### src/rtl/sample_compare_checker_fifo.sv
// cmp_sync_fifo: single-clock FIFO buffering expected samples.
// Ports:
//   clk, rst_n   clock, asynchronous active-low reset
//   flush        synchronous clear of all entries (wins over push/pop)
//   push, wdata  write request and data; accepted when not full, or when
//                full with a same-cycle pop
//   pop          read request; accepted only when not empty
//   rdata        head entry (combinational, valid when ~empty)
//   full, empty  occupancy flags
module cmp_sync_fifo #(
    parameter int W     = 10,
    parameter int DEPTH = 16
) (
    input  logic         clk,
    input  logic         rst_n,
    input  logic         flush,
    input  logic         push,
    input  logic         pop,
    input  logic [W-1:0] wdata,
    output logic [W-1:0] rdata,
    output logic         full,
    output logic         empty
);

    localparam int AW = $clog2(DEPTH);
    localparam logic [AW:0] PTR_ONE  = (AW+1)'(1);
    localparam logic [AW:0] PTR_ZERO = {(AW+1){1'b0}};

    // Pointers carry one extra wrap bit so full and empty are distinguishable.
    logic [AW:0]  wr_ptr_q, wr_ptr_d;
    logic [AW:0]  rd_ptr_q, rd_ptr_d;
    logic [W-1:0] mem_q [DEPTH];
    logic [W-1:0] mem_d [DEPTH];
    logic         pop_ok_s;
    logic         push_ok_s;

    assign empty     = (wr_ptr_q == rd_ptr_q);
    assign full      = (wr_ptr_q[AW] != rd_ptr_q[AW]) &&
                       (wr_ptr_q[AW-1:0] == rd_ptr_q[AW-1:0]);
    assign rdata     = mem_q[rd_ptr_q[AW-1:0]];
    assign pop_ok_s  = pop && !empty;
    // A full FIFO still takes a write when the head leaves in the same cycle.
    assign push_ok_s = push && (!full || pop_ok_s);

    // Pointer and storage next-state.
    always_comb begin
        wr_ptr_d = wr_ptr_q;
        rd_ptr_d = rd_ptr_q;
        mem_d    = mem_q;
        if (flush) begin
            wr_ptr_d = PTR_ZERO;
            rd_ptr_d = PTR_ZERO;
        end else begin
            if (push_ok_s) begin
                wr_ptr_d = wr_ptr_q + PTR_ONE;
                mem_d[wr_ptr_q[AW-1:0]] = wdata;
            end else begin
                wr_ptr_d = wr_ptr_q;
            end
            if (pop_ok_s) begin
                rd_ptr_d = rd_ptr_q + PTR_ONE;
            end else begin
                rd_ptr_d = rd_ptr_q;
            end
        end
    end

    // FIFO state registers.
    always_ff @(posedge clk or negedge rst_n) begin
        if (!rst_n) begin
            wr_ptr_q <= PTR_ZERO;
            rd_ptr_q <= PTR_ZERO;
            for (int i = 0; i < DEPTH; i++) begin
                mem_q[i] <= {W{1'b0}};
            end
        end else begin
            wr_ptr_q <= wr_ptr_d;
            rd_ptr_q <= rd_ptr_d;
            mem_q    <= mem_d;
        end
    end

endmodule

### config.mk
export PLATFORM = sky130hd
export DESIGN_NAME = cmp_sync_fifo
export DESIGN_NICKNAME = d
export VERILOG_FILES = /design/src/rtl/sample_compare_checker_fifo.sv
export SDC_FILE = /design/constraint.sdc
export NUM_CORES = 1
export LEC_CHECK = 0
export CAP_MARGIN = 0
export CORE_ASPECT_RATIO = 1.75
export CORE_MARGIN = 3
export CORE_UTILIZATION = 60
export DETAILED_ROUTE_END_ITERATION = 16
export DONT_BUFFER_PORTS = 1
export PLACE_DENSITY = 0.74
export SLEW_MARGIN = 20
export SYNTH_ARGS = -nofsm -noshare
export SYNTH_HDL_FRONTEND = slang
export SYNTH_SLANG_ARGS = --single-unit
### constraint.sdc
create_clock -name clk -period 3.2 [get_ports clk]
set_input_delay 0.64 -clock clk [delete_from_list [all_inputs] [get_ports clk]]
set_output_delay 0.64 -clock clk [all_outputs]
set_load 0.03 [all_outputs]
==> out/metrics.yaml <==
routing:
  remaining_drc_errors: 0
  antenna_left: 0
  vias: 4303
  first_pass_iters: 4
  drt-wirelength-per-cell_um: 26.0
  drt_iter0_markers: 272
  wl_um: 17900
  viasPerCell: 6.25
pwr:
  powerDensity_nw_per_um2: 585
  leakagePower_nw: 4.14
  max-vdd-ir-drop_mv: 0.416
setup_path:
  r2r_cells: 7
  cp.arrival_ns: 2.37
  rr_endpoint: "mem_q[54]"
  reg2reg_from: "wr_ptr_q[0]"
  cp-start-kind: "flip-flop"
  end_kind: "output port"
  rrSetupSlack_ns: 0.69
  cp_max_fo: 42
  worstPathRequired_ns: 2.56
  crit_type: "reg2out"
clock_tree:
  clkTransAtPathRegs_ns: 0.07
  htreeDepth: 4
  cts_setup_buffers: 0
  clockBufferDepth: 2
  ctsRootBufferMaster: "clkbuf_16"
  numCtsBuffers: 17
  cts_resized: 0
  cts_tree: "yes"
  numClockSinks: 170
  clk_latency_ns: 0.42
place:
  post-place-cells: 657
  dp_hpwl_um: 11200
  gp_congestion: 0.747
  io_buffers: 0
run:
  maxCapViolCount: 0
timing:
  hold_violations: 170
  period_share_pct: 94.1
  slew_headroom_pct: 60.5
  setup_viol: 0
  finalCriticalPeriod_ns: 3.01
  setup_tns_ns: 0
  finalMaxSlewViolations: 0
  fmax_ghz: 0.332
  tightest_slew_ns: 0.592
  hold_ws_ns: -0.0954
  rsz0062_at_grt: "false"
  skew_ns: 0.0103
cells_and_area:
  drive_gt1_share_pct: 56.4
  syn_to_final_growth_pct: 10.9
  n_antenna_cell: 0
  final_cells: 688
  seq_area_um2: 4260
  layout.nets: 522
  fill_cells: 927
  multi_input_area_um2: 3840
floorplanning:
  die_area_um2: 15300
  boundaryPins: 27
  rows: 56
  die_h_um: 161
  coreArea_um2: 13500
  initial_core_util_pct: 61.5
  die_x_um: 94.8
outcome:
  violations: "hold timing"
  status: "finished, violations left"
synth:
  synthCells: 489
  synth_seq_area_share_pct: 51.4
  netlist_area_um2: 8270
  synth.distinct_cells: 32
  syn_nets: 509
  syn_avg_cell_area_um2: 16.9
  synth_seq_cells: 170
  yosys_warnings: 0
global_routing:
  grt_pass1_vias: 4825
  antenna_found_initial: 0
  grt_overflow: 0
  grtUsageTotal_pct: 26.0
  grt_pass1_wl_um: 28500
  grt_max_degree: 171
hold_path:
  worstHoldPathType: "in2async"
metal layers:
metal | track usage (%) | share of wire [%] | wire length, um
met5 | 0 | 0 | 0
met4 | 6.90 | 1.7 | 305
met3 | 5.87 | 3.9 | 691
met2 | 42.8 | 54 | 9590
met1 | 34.9 | 41 | 7290
logic make-up (layout without fill, tap and decap cells):
logic type               count (synthesis)  after routing  synth area share [%]
AO/OA/AOI/OAI                            9              9                 0.772
buffers and inverters                   37             62                  2.15
XOR/XNOR                                 9              9                  1.04
AND/OR/NAND/NOR                         46             46                  5.34
adder cells (fa/ha/maj)                  5              5                 0.756
flip-flops                             170            170                  51.4
multiplexers                           213            213                  38.5
worst max path at each step:
| stage | from | endpoint | slack [ns] |
|---|---|---|---|
| global route | rd_ptr_q[0] | rdata[5] | 0.09 |
| detailed placement | rd_ptr_q[0] | rdata[6] | 0.61 |
| global placement | rd_ptr_q[0] | rdata[7] | 0.64 |
| floorplan | rd_ptr_q[0] | rdata[1] | 0.45 |
| CTS | rd_ptr_q[0] | rdata[6] | 0.14 |
| finish | rd_ptr_q[0] | rdata[2] | 0.19 |
synthesized netlist by cell type (all sizes together):
cell / number / area, um2
dfrtp: 170 / 4250
nand2: 3 / 11.3
nor4: 4 / 85.1
xnor2: 6 / 60.1
ha: 5 / 62.6
o211ai: 1 / 7.51
or3: 2 / 12.5
clkbuf: 22 / 82.6
a21oi: 2 / 10.0
nand4: 1 / 12.5
nand3: 4 / 20.0
nor3: 12 / 195
nand2b: 6 / 37.5
buf: 12 / 83.8
mux4: 50 / 1130
o21ai: 5 / 25.0
inv: 3 / 11.3
xor2: 3 / 26.3
o31ai: 1 / 21.3
mux2: 161 / 2040
nor2: 9 / 33.8
mux2i: 2 / 20.0
nor2b: 3 / 18.8
or4: 2 / 15.0
critical path, cell delays in order, from the launching register on:
cell and delay [ns]:
dfrtp_2 0.41, buf_12 0.30, mux4_2 0.57, mux4_2 0.59
power by group:
group          total, mW  switching, mW  internal (mW)  leakage (nW)
clock               2.05          0.886           1.16         0.283
sequential          2.44          0.105           2.34          2.31
combinational      0.874          0.437          0.437          1.55
state kept, by name (all words and copies together) (netlist names):
signal / count
wr_ptr_q: 5
mem_q: 160
rd_ptr_q: 5
cell type report:
class | count | share of cell area, %
Sequential cell | 170 | 46.4
Clock inverter | 14 | 1.76
Multi-Input combinational cell | 282 | 41.9
Clock buffer | 17 | 4.64
Timing Repair Buffer | 28 | 2.84
Inverter | 3 | 0.123
Tap cell | 174 | 2.37
placed cells by master, fill, tap and decap left out, types with 3 or more instances in the layout:
cell	n
clkbuf_16	17
dfrtp_1	168
xnor2_1	5
buf_12	4
nor2b_1	3
inv_1	3
inv_6	5
o21ai_0	4
nor3_4	12
nor4_4	4
xor2_1	3
nand2_1	3
mux2_4	60
buf_4	24
nor2_1	9
mux4_2	50
nand2b_1	6
ha_1	5
nand3_1	4
mux2_2	100
clkinv_4	3
metrics by stage:
stage | setup WS (ns) | power (mW) | util, % | hold WS [ns] | cell area (um2)
after detailed placement | 0.607 | 3.37 | 63.8 | 0.349 | 8580
final | 0.188 | 5.37 | 68.2 | -0.0954 | 9170
after floorplan | 0.454 | 3.21 | - | 0.344 | 8270
after global routing | 0.0892 | 5.57 | 68.2 | -0.117 | 9170
after CTS | 0.138 | 5.43 | 68.2 | -0.111 | 9170
after global placement | 0.636 | 3.33 | 63.8 | 0.349 | 8580
(Power assumes the default switching activity.)
